<file path="src/rtl/pipe_addsub_if.sv">
// Handshake and operand/result bundle for the pipelined adder/subtractor.
// The slave modport is the arithmetic block; master is whoever drives operands and consumes results.
interface pipe_addsub_if #(
  parameter int WIDTH = 16
);
  logic             in_valid;
  logic             in_ready;
  logic [WIDTH-1:0] a;
  logic [WIDTH-1:0] b;
  logic             sub;
  logic             cin;
  logic             out_valid;
  logic             out_ready;
  logic [WIDTH-1:0] res;
  logic             cout;
  logic             ovf;
  logic             zero;
  logic             neg;

  modport slave (
    input  in_valid, a, b, sub, cin, out_ready,
    output in_ready, out_valid, res, cout, ovf, zero, neg
  );

  modport master (
    output in_valid, a, b, sub, cin, out_ready,
    input  in_ready, out_valid, res, cout, ovf, zero, neg
  );
endinterface

</file>
<file path="src/rtl/pipe_addsub.sv">
// Pipelined two's-complement adder/subtractor: one CHUNK-wide carry-chain slice per stage,
// with carry, signed-overflow, zero and negative flags registered at the last stage.
module pipe_addsub #(
  parameter int WIDTH = 16,
  parameter int CHUNK = 4
) (
  input  logic          clk,
  input  logic          rst,
  pipe_addsub_if.slave  bus
);
  localparam int STAGES = WIDTH / CHUNK;
  localparam int LAST   = STAGES - 1;

  logic             adv;
  logic             xfer;

  logic             vld_q [STAGES];
  logic [WIDTH-1:0] a_q   [STAGES];
  logic [WIDTH-1:0] b_q   [STAGES];
  logic [WIDTH-1:0] sum_q [STAGES];
  logic             cy_q  [STAGES];

  logic             vld_d [STAGES];
  logic [WIDTH-1:0] a_d   [STAGES];
  logic [WIDTH-1:0] b_d   [STAGES];
  logic [WIDTH-1:0] sum_d [STAGES];
  logic             cy_d  [STAGES];

  logic [WIDTH-1:0] res_q;
  logic             cout_q, ovf_q, zero_q, neg_q;
  logic             ovf_d, zero_d, msb_cin;

  logic [WIDTH-1:0] a_c, b_c, s_c;
  logic             c_c, v_c;
  logic [CHUNK:0]   chunk;

  // A stalled output freezes the whole pipe; no bubble compression.
  assign adv  = !(vld_q[LAST] && !bus.out_ready);
  assign xfer = bus.in_valid && bus.in_ready;

  assign bus.in_ready  = adv && !rst;
  assign bus.out_valid = vld_q[LAST];
  assign bus.res       = res_q;
  assign bus.cout      = cout_q;
  assign bus.ovf       = ovf_q;
  assign bus.zero      = zero_q;
  assign bus.neg       = neg_q;

  // Each stage resolves its chunk from the previous stage's registers (stage 0 from the bus).
  always_comb begin
    a_c   = bus.a;
    b_c   = bus.b ^ {WIDTH{bus.sub}};
    s_c   = '0;
    c_c   = bus.cin ^ bus.sub;
    v_c   = xfer;
    chunk = '0;
    for (int k = 0; k < STAGES; k++) begin
      chunk = {1'b0, a_c[k*CHUNK +: CHUNK]} + {1'b0, b_c[k*CHUNK +: CHUNK]}
            + {{CHUNK{1'b0}}, c_c};
      a_d[k]   = a_c;
      b_d[k]   = b_c;
      sum_d[k] = s_c;
      sum_d[k][k*CHUNK +: CHUNK] = chunk[CHUNK-1:0];
      cy_d[k]  = chunk[CHUNK];
      vld_d[k] = v_c;
      a_c = a_q[k];
      b_c = b_q[k];
      s_c = sum_q[k];
      c_c = cy_q[k];
      v_c = vld_q[k];
    end
    // Carry into the MSB is recovered from the MSB sum bit and its two operand bits.
    msb_cin = a_d[LAST][WIDTH-1] ^ b_d[LAST][WIDTH-1] ^ sum_d[LAST][WIDTH-1];
    ovf_d   = msb_cin ^ cy_d[LAST];
    zero_d  = (sum_d[LAST] == '0);
  end

  // ---- stage valid bits (control, reset) ----
  always_ff @(posedge clk) begin
    if (rst) begin
      for (int k = 0; k < STAGES; k++) vld_q[k] <= 1'b0;
    end else if (adv) begin
      for (int k = 0; k < STAGES; k++) vld_q[k] <= vld_d[k];
    end
  end

  // ---- inter-stage data (no reset) ----
  always_ff @(posedge clk) begin
    if (adv) begin
      for (int k = 0; k < STAGES; k++) begin
        a_q[k]   <= a_d[k];
        b_q[k]   <= b_d[k];
        sum_q[k] <= sum_d[k];
        cy_q[k]  <= cy_d[k];
      end
    end
  end

  // ---- output register stage ----
  always_ff @(posedge clk) begin
    if (rst) begin
      res_q  <= '0;
      cout_q <= 1'b0;
      ovf_q  <= 1'b0;
      zero_q <= 1'b0;
      neg_q  <= 1'b0;
    end else if (adv) begin
      res_q  <= sum_d[LAST];
      cout_q <= cy_d[LAST];
      ovf_q  <= ovf_d;
      zero_q <= zero_d;
      neg_q  <= sum_d[LAST][WIDTH-1];
    end
  end
endmodule
</file>
<file path="src/flat_wrapper.sv">
// flat-port wrapper written by rule: the top's interface ports become plain ports
module pipe_addsub_flat 
#(
  parameter int WIDTH = 16,
  parameter int CHUNK = 4
)
  (clk, rst, bus_in_valid, bus_a, bus_b, bus_sub, bus_cin, bus_out_ready, bus_in_ready, bus_out_valid, bus_res, bus_cout, bus_ovf, bus_zero, bus_neg);
  pipe_addsub_if #(.WIDTH(WIDTH)) bus_i ();
  input  logic clk;
  input  logic rst;
  input wire logic [$bits(bus_i.in_valid)-1:0] bus_in_valid;
  input wire logic [$bits(bus_i.a)-1:0] bus_a;
  input wire logic [$bits(bus_i.b)-1:0] bus_b;
  input wire logic [$bits(bus_i.sub)-1:0] bus_sub;
  input wire logic [$bits(bus_i.cin)-1:0] bus_cin;
  input wire logic [$bits(bus_i.out_ready)-1:0] bus_out_ready;
  output wire logic [$bits(bus_i.in_ready)-1:0] bus_in_ready;
  output wire logic [$bits(bus_i.out_valid)-1:0] bus_out_valid;
  output wire logic [$bits(bus_i.res)-1:0] bus_res;
  output wire logic [$bits(bus_i.cout)-1:0] bus_cout;
  output wire logic [$bits(bus_i.ovf)-1:0] bus_ovf;
  output wire logic [$bits(bus_i.zero)-1:0] bus_zero;
  output wire logic [$bits(bus_i.neg)-1:0] bus_neg;
  assign bus_i.in_valid = bus_in_valid;
  assign bus_i.a = bus_a;
  assign bus_i.b = bus_b;
  assign bus_i.sub = bus_sub;
  assign bus_i.cin = bus_cin;
  assign bus_i.out_ready = bus_out_ready;
  assign bus_in_ready = bus_i.in_ready;
  assign bus_out_valid = bus_i.out_valid;
  assign bus_res = bus_i.res;
  assign bus_cout = bus_i.cout;
  assign bus_ovf = bus_i.ovf;
  assign bus_zero = bus_i.zero;
  assign bus_neg = bus_i.neg;
  pipe_addsub #(.WIDTH(WIDTH), .CHUNK(CHUNK)) u_core (.clk(clk), .rst(rst), .bus(bus_i));
endmodule
</file>
<file path="config.mk">
export PLATFORM = sky130hd
export DESIGN_NAME = pipe_addsub_flat
export DESIGN_NICKNAME = d
export VERILOG_FILES = /design/src/rtl/pipe_addsub_if.sv /design/src/rtl/pipe_addsub.sv /design/src/flat_wrapper.sv
export SDC_FILE = /design/constraint.sdc
export NUM_CORES = 1
export LEC_CHECK = 0
export ABC_CLOCK_PERIOD_IN_PS = 1870
export BUFFER_PORTS_ARGS = -buffer_cell sky130_fd_sc_hd__buf_2
export CAP_MARGIN = 20
export CORE_MARGIN = 1
export CORE_UTILIZATION = 50
export CTS_CLUSTER_DIAMETER = 30
export CTS_CLUSTER_SIZE = 20
export DETAILED_ROUTE_END_ITERATION = 16
export PLACE_DENSITY_LB_ADDON = 0.12
export SLEW_MARGIN = 20
export SYNTH_ARGS = -nofsm -noshare
export SYNTH_HDL_FRONTEND = slang
export SYNTH_SLANG_ARGS = --single-unit
export TNS_END_PERCENT = 30
</file>
<file path="constraint.sdc">
create_clock -name clk -period 1.87 [get_ports clk]
set_input_delay 0.0935 -clock clk [delete_from_list [all_inputs] [get_ports clk]]
set_output_delay 0.0935 -clock clk [all_outputs]
set_load 0.01 [all_outputs]
</file>
==> out/results.ini <==
[die]
core_area_um2=7370
die_area_um2=8090
io_pins=60
die_y_um=89.9
start_util_pct=52.5
die_w_um=89.9
rows=31

[hold_path]
hp-class=in2reg

[clock_network]
clock_latency_ps=350
cts_buffer_depth=2
cts.root.buffer_cell=clkbuf_8
path_clk_slew_ps=90
cts_buffers=9
h-tree-depth=3
cts_sinks=98
cts_tree=yes

[logic_synthesis]
synth-seq-cells=98
synth_cell_types=26
synth_compound_area_share_pct=4.95
synth_top_family_by_area=adder cells
synth-seq-area-share_pct=71.2
synth_area_um2=3870
syn_nets=312
synthCells=254
synthMuxAreaShare_pct=0
syn_avg_cell_area_um2=15.2
synth-adder-area-share_pct=8.03
synth-simple-area-share_pct=6.86
synth_xor_area_share_pct=5.89
synth_warnings=0

[timing]
slew_headroom_pct=70.4
finClkSkew_ps=5.67
fmax_mhz=517
min_period_over_period_pct=103
rsz0062_at_grt=yes
period_needed_ps=1930
setup_slack_ps=-63.8
slew_violations=0
hold_violations=0
tns_ps=-63.8
setup_viol=1
worstMarginPinSlew_ps=444
hold_slack_ps=33.1

[power_and_ir_drop]
p_sw_share_pct=23.4
clkPwrFrac_pct=28.0
powerDensity_nw_per_um2=1090
comb_power_share_pct=13.4
irDropWorstVdd_uv=509
p_seq_share_pct=58.5
p_leak_nw=1.98
total_power_w=0.00505
power.internal_w=0.00387
switchingPower_w=0.00118

[place]
port_buffers=59
pre_cts_ws_ps=-125
place_congestion=0.719
hpwl_um=3380

[layout]
drive_above_1_share_pct=25.4
mostFrequentLayoutCell=edfxtp_1
num_antenna_cells=0
area_delta_synth_final_pct=19.8
final_cell_mix=79 x edfxtp_1, 59 x buf_2, 26 x nand2_1, 20 x xor2_1
postLayoutCoreUtil_pct=62.9
fillers=569
num-nets-final=391

[routing]
ant_nets=0
drtIter0Drc=66
drc=0
routedWlPerCell_um=11.8
post_drt_via_cell_ratio=4.58
drt_wl_total_um=5170
firstDrtPassIters=4
dr_total_vias=2003

[global_route]
grt_antenna_before_repair=0
grt_pass1_wl_um=8870
grt_max_degree=91
overflow=0
grt_pass1_vias=1918
grt_usage_pct=14.4

[setup_path]
reg2reg_from=u_core.a_q[2][12]
worstPathRequired_ps=2170
arrival_ps=2240
timing.rr.end=u_core.bus.zero
critPathLaunch=u_core.a_q[2][12]
endpoint_kind=flop
reg2reg_slack_ps=-60
reg2reg_depth=7
cp_max_fo=2
critPathKind=reg2reg
start_kind=flop
crit_end=u_core.bus.zero

[outcome]
violations=setup timing
status=finished with violations

[job]
max-cap-violations=0

power groups by stage:
stage                     clock network (W)  logic [W]  registers (W)
after floorplan                           0   0.000402        0.00299
after global placement                    0   0.000637        0.00299
after detailed placement                  0   0.000650        0.00300
after CTS                           0.00146   0.000678        0.00296
after global routing                0.00155   0.000775        0.00301
final                               0.00142   0.000679        0.00296
cell usage after synthesis, drive strengths merged:
cell	count	area [um^2]
a211oi	2	15.0
a21o	8	60.1
a21oi	19	95.1
a22o	1	8.76
and2	4	25.0
buf	9	55.1
dfxtp	19	380
edfxtp	79	2370
fa	8	160
ha	12	150
inv	17	63.8
nand2	26	97.6
nand2b	2	12.5
nand3b	1	7.51
nand4	1	6.26
nor2	11	41.3
nor2b	2	15.0
nor3	1	5.00
nor4	2	25.0
nor4b	2	30.0
o21ai	1	5.00
o31ai	1	7.51
xnor2	6	52.6
xor2	20	175
kinds of logic after synthesis:
group           count (synthesis)
flops                          98
simple gates                   52
compound gates                 32
xor+xnor                       26
buf+inv                        26
fa+ha+maj                      20
registers in the layout, summed over array words and instances, names as in the netlist:
name             flops
u_core.bus.ovf       1
u_core.bus.zero      1
u_core.sum_q        24
u_core.bus.res      15
u_core.cy_q          3
u_core.a_q          24
u_core.bus.cout      1
u_core.b_q          24
u_core.bus.neg       1
u_core.vld_q         4
per-layer routing:
metal | part of all wire [%] | global-route usage (%)
met1 | 48 | 19.8
met2 | 45 | 20.8
met3 | 5.5 | 4.40
met4 | 1.2 | 7.26
met5 | 0 | 0
metrics by stage:
stage               instances  area (um^2)
floorplan                 254         3870
global placement          407         4270
detailed placement        407         4270
CTS                       436         4610
global route              437         4630
finish                    437         4630
how the worst min path moves through the flow:
stage                  from           endpoint  cells past startpoint
6_report          bus_b[13]  u_core.b_q[0][13]                      2
4_1_cts        bus_in_valid    u_core.vld_q[0]                      2
3_5_place_dp       bus_a[8]   u_core.a_q[0][8]                      1
2_1_floorplan     bus_a[10]  u_core.a_q[0][10]                      0
5_1_grt           bus_b[11]  u_core.b_q[0][11]                      2
3_3_place_gp      bus_a[11]  u_core.a_q[0][11]                      1
cell type report:
class	count	area (um^2)	share of cell area [%]
clock buffers	10	128	2.76
flip-flops and latches	98	2750	59.4
inverters	17	65.1	1.40
clock inverters	6	81.3	1.76
repair buffers	77	475	10.3
well taps	99	124	2.67
multi-input cells	130	1010	21.7
critical path, cell delays in order (launching register included):
cell      delay (ps)
edfxtp_1         370
fa_2             220
inv_2             40
fa_1             510
nor4b_4          190
nand4_1          130
nor4b_2          270
a22o_1           150
what timing repair did:
action	CTS	global route
endpoints found under the hold margin	12	1
setup endpoints to repair	1	3
pin swaps	4	5
resized for setup	2	1
hold buffers	12	1
buffers inserted	1	0
Power figures use the tool's default switching activity.
